<file path="config.mk">
export PLATFORM = sky130hd
export DESIGN_NAME = fft_loader_flat
export DESIGN_NICKNAME = d
export VERILOG_FILES = /design/src/rtl/fft_loader_if.sv /design/src/rtl/fft_loader.sv /design/src/flat_wrapper.sv
export SDC_FILE = /design/constraint.sdc
export NUM_CORES = 1
export LEC_CHECK = 0
export CORE_ASPECT_RATIO = 0.8
export CORE_MARGIN = 2
export CORE_UTILIZATION = 30
export CTS_CLUSTER_DIAMETER = 60
export DETAILED_ROUTE_END_ITERATION = 16
export PLACE_DENSITY_LB_ADDON = 0.08
export SYNTH_ARGS = -nofsm -noshare
export SYNTH_HDL_FRONTEND = slang
export SYNTH_SLANG_ARGS = --single-unit
</file>
<file path="constraint.sdc">
create_clock -name clk -period 1.7 [get_ports clk]
set_input_delay 0.17 -clock clk [delete_from_list [all_inputs] [get_ports clk]]
set_output_delay 0.17 -clock clk [all_outputs]
set_load 0.02 [all_outputs]
</file>
<file path="src/rtl/fft_loader_if.sv">
// fft_loader_if: sample stream in, radix-4 bank write port and FFT control handshake out.
interface fft_loader_if #(
    parameter int DATA_W = 16,
    parameter int ADDR_W = 8
);
    logic [DATA_W-1:0] sample;
    logic              valid;
    logic              ready;
    logic              fft_rdy;
    logic [3:0]        we;
    logic [ADDR_W-1:0] addr;
    logic [DATA_W-1:0] data;
    logic              start;
    modport master (output sample, valid, fft_rdy, input ready, we, addr, data, start);
    modport slave (input sample, valid, fft_rdy, output ready, we, addr, data, start);
endinterface

</file>
<file path="src/rtl/fft_loader.sv">
// fft_loader: stores one frame of samples into four radix-4 banks in base-4 digit-reversed order,
// then hands the frame to the FFT control and waits for it to be processed.
module fft_loader #(
    parameter int POINTS = 1024,
    parameter int DATA_W = 16,
    parameter int ADDR_W = $clog2(POINTS) - 2
) (
    input logic         clk,
    input logic         rst,
    fft_loader_if.slave bus
);
    localparam int LOG2 = $clog2(POINTS);
    localparam int DIGITS = LOG2 / 2;
    typedef enum logic [1:0] {IDLE, LOAD, START, WAIT} state_t;
    state_t state, state_nx;
    logic [LOG2-1:0] n, r;
    logic acc;
    assign acc = bus.valid & bus.ready;
    always_comb begin
        r = '0;
        for (int i = 0; i < DIGITS; i++)
            r[2*i +: 2] = n[2*(DIGITS-1-i) +: 2];
    end
    always_comb begin
        state_nx = state;
        state_nx = state == IDLE  ? LOAD :
                   state == LOAD  ? ((acc && &n) ? START : LOAD) :
                   state == START ? WAIT :
                   (bus.fft_rdy ? LOAD : WAIT);
    end
    always_ff @(posedge clk or posedge rst)
        if (rst) state <= IDLE;
        else state <= state_nx;
    // ready mirrors the next state so it is high exactly while the FSM sits in LOAD
    always_ff @(posedge clk or posedge rst)
        if (rst) begin
            n <= '0;
            bus.ready <= 1'b0;
            bus.we <= 4'b0;
            bus.addr <= '0;
            bus.data <= '0;
            bus.start <= 1'b0;
        end else begin
            bus.ready <= state_nx == LOAD;
            bus.start <= state == START;
            bus.we <= acc ? 4'b1 << r[1:0] : 4'b0;
            if (acc) begin
                bus.addr <= r[LOG2-1:2];
                bus.data <= bus.sample;
                n <= n + 1'b1;
            end
        end
endmodule

</file>
<file path="src/flat_wrapper.sv">
// flat-port wrapper written by rule: the top's interface ports become plain ports
module fft_loader_flat 
#(
    parameter int POINTS = 1024,
    parameter int DATA_W = 16,
    parameter int ADDR_W = $clog2(POINTS) - 2
)
  (clk, rst, bus_sample, bus_valid, bus_fft_rdy, bus_ready, bus_we, bus_addr, bus_data, bus_start);
  fft_loader_if #(.DATA_W(DATA_W), .ADDR_W(ADDR_W)) bus_i ();
  input logic clk;
  input logic rst;
  input wire logic [$bits(bus_i.sample)-1:0] bus_sample;
  input wire logic [$bits(bus_i.valid)-1:0] bus_valid;
  input wire logic [$bits(bus_i.fft_rdy)-1:0] bus_fft_rdy;
  output wire logic [$bits(bus_i.ready)-1:0] bus_ready;
  output wire logic [$bits(bus_i.we)-1:0] bus_we;
  output wire logic [$bits(bus_i.addr)-1:0] bus_addr;
  output wire logic [$bits(bus_i.data)-1:0] bus_data;
  output wire logic [$bits(bus_i.start)-1:0] bus_start;
  assign bus_i.sample = bus_sample;
  assign bus_i.valid = bus_valid;
  assign bus_i.fft_rdy = bus_fft_rdy;
  assign bus_ready = bus_i.ready;
  assign bus_we = bus_i.we;
  assign bus_addr = bus_i.addr;
  assign bus_data = bus_i.data;
  assign bus_start = bus_i.start;
  fft_loader #(.POINTS(POINTS), .DATA_W(DATA_W), .ADDR_W(ADDR_W)) u_core (.clk(clk), .rst(rst), .bus(bus_i));
endmodule
</file>
==> results of run 1 <==
## how the worst max path moves through the flow
stage                     startpoint                  to  cells after the start
floorplan           u_core.bus.ready  u_core.bus.data[0]                      3
global placement           bus_valid         u_core.n[7]                      5
detailed placement         bus_valid    u_core.bus.ready                      5
CTS                 u_core.bus.ready           bus_ready                      1
finish              u_core.bus.ready           bus_ready                      1
global route        u_core.bus.ready           bus_ready                      1
## cells by family after synthesis
family,count (synthesis)
compound gates,1
xor+xnor,9
fa+ha+maj,1
buf+inv,6
flops,42
mux,25
simple gates,24
## synth_stat cells
cell type | instances | area share
and3_2 | 2 | 0.0092
nor3_1 | 2 | 0.0062
xnor2_1 | 6 | 0.032
ha_1 | 1 | 0.0077
nor3_2 | 3 | 0.018
buf_6 | 1 | 0.0069
and3_1 | 1 | 0.0039
inv_1 | 3 | 0.0069
and2_1 | 1 | 0.0039
nand2_2 | 1 | 0.0039
nand4_1 | 2 | 0.0077
xor2_1 | 3 | 0.016
or2_1 | 1 | 0.0039
a21boi_0 | 1 | 0.0046
dfrtp_1 | 42 | 0.65
buf_2 | 2 | 0.0062
nand3_1 | 2 | 0.0062
mux2_2 | 25 | 0.17
nor2_1 | 3 | 0.0069
nor2b_1 | 1 | 0.0039
nand4_4 | 1 | 0.013
nand2_1 | 3 | 0.0069
nand4b_1 | 1 | 0.0054
## final cells by class
class | count | area, um^2
clock buffers | 7 | 86.3
inverters | 3 | 11.3
well taps | 62 | 77.6
clock inverters | 1 | 5.00
repair buffers | 52 | 538
flip-flops and latches | 42 | 1050
multi-input cells | 60 | 542
fillers | 481 | 2810
## per-stage QoR
stage,power [uW],area (um^2)
after floorplan,1780,1630
after global placement,2140,2220
after detailed placement,2140,2220
after CTS,2830,2310
after global routing,2970,2310
final,2760,2310
## power breakdown
part	total [uW]	internal [uW]	switching, uW
sequential	1370	1190	173
combinational	745	422	324
clock	651	327	323
## layer usage
layer  global-route usage  wire (um)  vias to the layer above
met5                    0          0                        -
met3               0.0500        226                        5
met2                0.201       1540                       35
li1                     -          -                      483
met1                0.143       1410                      493
met4               0.0365         38                        0
## registers in the layout, indices dropped and copies added, names as in the netlist
signal / flops
u_core.bus.data: 16
u_core.n: 10
u_core.bus.addr: 8
u_core.bus.we: 4
u_core.state: 2
u_core.bus.ready: 1
u_core.bus.start: 1
==> impl_metrics.json, run 1 <==
{
  "synth.distinct_cells": 23,
  "fin_setup_tns_ps": 0,
  "hold_buffers": 0,
  "crit_fanout": 3,
  "vias": 1016,
  "ctsResizeCount": 0,
  "worstSkewPairLatency_ps": 290,
  "antenna_found_initial": 0,
  "rr_startpoint": "u_core.bus.ready",
  "grt_pass1_wl_um": 5580,
  "synth_simple_gate_area_frac": 0.0993,
  "setup_viol": 0,
  "drc": 0,
  "layout.cells.most_common_list": "clkdlybuf4s50_1, dfrtp_1, mux2_2, xnor2_1, clkbuf_8",
  "crit_path_max_incr_delay_ps": 620,
  "yosysSeqAreaShare": 0.647,
  "utilization": 0.451,
  "layout-drive-gt1-share": 0.255,
  "die_h_um": 69.8,
  "diodes": 0,
  "start_util": 0.317,
  "synth_seq_cells": 42,
  "outcome": "finished clean",
  "worstPathArrival_ps": 1290,
  "finalHoldWorstSlack_ps": 244,
  "detail_route.wl_per_cell_um": 14.2,
  "htreeDepth": 2,
  "finalWeightedCongestion": 0.734,
  "synthMuxAreaShare": 0.173,
  "syn2layout_area_growth_pct": 42.2,
  "via_per_inst": 4.48,
  "r2r_slack_ps": 390,
  "slew_viol_final": 0,
  "crit_family": "buffers and inverters",
  "numPortBuffers": 49,
  "peakVddDrop_mv": 0.625,
  "grt_max_degree": 23,
  "path_buf_inv": 1,
  "clk_pin_slew_ps": 80,
  "relSlewSlack": 0.441,
  "worst_path_max_delay_cell": "clkdlybuf4s50_1",
  "ios": 50,
  "power_leakage_uw": 0.000977,
  "final_common_cell": "clkdlybuf4s50_1",
  "path_class": "register to primary output",
  "clock-sinks": 42,
  "maxCapViolCount": 0,
  "die_w_um": 86.3,
  "wirelength_um": 3220,
  "cts_tree": "yes",
  "power_density_nw_per_um2": 1200,
  "overflow": 0,
  "fmax_mhz": 687,
  "rows": 23,
  "reg2regPathDepth": 4,
  "cts_buffer_depth": 2,
  "dieArea_um2": 6030,
  "r2r_end": "u_core.state[1]",
  "period_share": 0.856,
  "synth_top_family_by_area": "multiplexers",
  "place_inst": 219,
  "synth-xor-area-share": 0.0485,
  "ys.warnings.count": 0,
  "drt-initial-drc-count": 20,
  "hold_path_class": "primary input to async pin",
  "syn_inst": 108,
  "tightest_slew_ps": 833,
  "fin_ws_ps": 245,
  "dr.pass1.iters": 4,
  "synth_nets": 129,
  "rsz0062_at_grt": "no",
  "report.final.hold_viol_count": 0,
  "required_ps": 1530,
  "synth_compound_area_frac": 0.00462,
  "synth_adder_area_share": 0.00770,
  "cts_made_buffers": 5,
  "final_antenna_net_count": 0,
  "coreArea_um2": 5120,
  "synth_area_um2": 1630,
  "fin_crit_ps": 1460,
  "endpoint_kind": "primary output",
  "synth_area_per_cell_um2": 15.0,
  "worst_setup_path_start_kind": "register",
  "final_nets": 185,
  "grt_pass1_vias": 1114,
  "dp_hpwl_um": 2370,
  "finalNonFillerCells": 227,
  "fin_worst_skew_ps": 5.55,
  "ctsRootBufferMaster": "clkbuf_8",
  "track_usage": 0.121,
  "pre_cts_slack_ps": 69.1,
  "post_cts_buffers": 0,
  "path_cells": "clkdlybuf4s50_1"
}
(Power assumes the default switching activity.)
==> run 2: changes to the inputs <==
--- a/config.mk
+++ b/config.mk
@@ -7,7 +7,7 @@
 export LEC_CHECK = 0
 export CORE_ASPECT_RATIO = 0.8
 export CORE_MARGIN = 2
-export CORE_UTILIZATION = 30
+export CORE_UTILIZATION = 45
 export CTS_CLUSTER_DIAMETER = 60
 export DETAILED_ROUTE_END_ITERATION = 16
 export PLACE_DENSITY_LB_ADDON = 0.08
==> constraint.sdc (replaced) <==
create_clock -name clk -period 1.7 [get_ports clk]
set_input_delay 0.34 -clock clk [delete_from_list [all_inputs] [get_ports clk]]
set_output_delay 0.34 -clock clk [all_outputs]
set_load 0.02 [all_outputs]
==> impl_metrics.json, run 2 (same netlist as run 1, synthesis figures left out) <==
{
  "layout.cells.most_common_list": "clkdlybuf4s50_1, dfrtp_1, mux2_2, xnor2_1, clkbuf_8",
  "grt_pass1_vias": 1012,
  "ctsRootBufferMaster": "clkbuf_8",
  "cts_buffer_depth": 2,
  "report.final.hold_viol_count": 0,
  "fmax_mhz": 612,
  "ctsResizeCount": 0,
  "dr.pass1.iters": 2,
  "worst_path_max_delay_cell": "clkdlybuf4s50_1",
  "rows": 19,
  "syn2layout_area_growth_pct": 42.5,
  "finalPower_uw": 2870,
  "crit_fanout": 3,
  "crit_family": "buffers and inverters",
  "met3_usage": 0.0557,
  "htreeDepth": 2,
  "clock-sinks": 42,
  "final-seq-area_um2": 1050,
  "overflow": 0,
  "die_w_um": 71.2,
  "drt-initial-drc-count": 46,
  "drc": 0,
  "utilization": 0.672,
  "finalNonFillerCells": 209,
  "peakVddDrop_mv": 0.664,
  "post_cts_buffers": 0,
  "numPortBuffers": 49,
  "fin_crit_ps": 1630,
  "detail_route.wl_per_cell_um": 13.4,
  "final_common_cell": "clkdlybuf4s50_1",
  "worstPathArrival_ps": 1290,
  "path_buf_inv": 1,
  "period_share": 0.961,
  "largestRegisters": "u_core.bus.data x16, u_core.n x10, u_core.bus.addr x8",
  "n_fill_cell": 249,
  "endpoint_kind": "primary output",
  "required_ps": 1360,
  "final_nets": 187,
  "layout-drive-gt1-share": 0.257,
  "relSlewSlack": 0.819,
  "dp_hpwl_um": 2020,
  "worstSkewPairLatency_ps": 290,
  "via_per_inst": 4.92,
  "ios": 50,
  "multi_input_area_um2": 542,
  "path_cells": "clkdlybuf4s50_1",
  "top_usage_layer": "met2",
  "setup_viol": 0,
  "grt_max_degree": 43,
  "dieArea_um2": 4110,
  "slew_viol_final": 0,
  "finalWeightedCongestion": 0.761,
  "place_inst": 201,
  "rsz0062_at_grt": "no",
  "largest_reg_flops": 16,
  "met2_usage": 0.221,
  "die_h_um": 57.8,
  "antenna_found_initial": 0,
  "diodes": 0,
  "start_util": 0.472,
  "crit_path_max_incr_delay_ps": 630,
  "tightest_slew_ps": 272,
  "power_density_nw_per_um2": 1240,
  "path_class": "register to primary output",
  "outcome": "finished clean",
  "maxCapViolCount": 0,
  "vias": 1028,
  "coreArea_um2": 3450,
  "fin_setup_tns_ps": 0,
  "fin_worst_skew_ps": 8.30,
  "cts_made_buffers": 5,
  "clk_pin_slew_ps": 80,
  "hold_path_class": "primary input to async pin",
  "grtUsageMet1": 0.220,
  "track_usage": 0.156,
  "cts_tree": "yes",
  "power_leakage_uw": 0.000994,
  "top_register": "u_core.bus.data",
  "hold_buffers": 0,
  "worst_setup_path_start_kind": "register",
  "grt_pass1_wl_um": 4840,
  "final_antenna_net_count": 0,
  "wirelength_um": 2810
}
run 2: report_power, final:
part	internal [uW]	leakage, uW	switching (uW)
logic	431	0.000432	328
registers	1190	0.000509	169
clock network	439	0.0000524	305
run 2: through the flow:
| stage | setup slack [ps] | hold WS (ps) | instance area [um^2] |
|---|---|---|---|
| 3_5_place_dp | 25.2 | 449 | 2210 |
| 3_3_place_gp | 48.2 | 456 | 2210 |
| 2_1_floorplan | 384 | 419 | 1630 |
| 4_1_cts | 47.4 | 418 | 2320 |
| 6_report | 66.5 | 408 | 2320 |
| 5_1_grt | 14.1 | 422 | 2320 |
run 2: area by class of cell:
type / instances / share of cell area
Clock buffer: 7 / 0.0330
Inverter: 3 / 0.00486
Clock inverter: 1 / 0.0130
Timing Repair Buffer: 54 / 0.239
Multi-Input combinational cell: 60 / 0.234
Tap cell: 42 / 0.0227
Sequential cell: 42 / 0.454
run 2: final timing paths:
kind,start,endpoint,slack (ps),depth (start not counted)
setup / recovery,u_core.bus.ready,bus_ready,70,1
hold / removal,rst,u_core.bus.addr[6],410,3
setup reg to reg,u_core.n[0],u_core.state[1],400,4
hold reg to reg,u_core.state[0],u_core.bus.start,460,1
max in group asynchronous,rst,u_core.bus.we[3],1090,3
min in group clk,u_core.state[0],u_core.bus.start,460,1
run 2: metal layers:
| metal | vias to the layer above | wire (um) | share of wire |
|---|---|---|---|
| li1 | 486 | - | - |
| met1 | 503 | 1340 | 0.48 |
| met2 | 32 | 1260 | 0.45 |
| met3 | 7 | 156 | 0.056 |
| met4 | 0 | 48 | 0.017 |
| met5 | - | 0 | 0 |
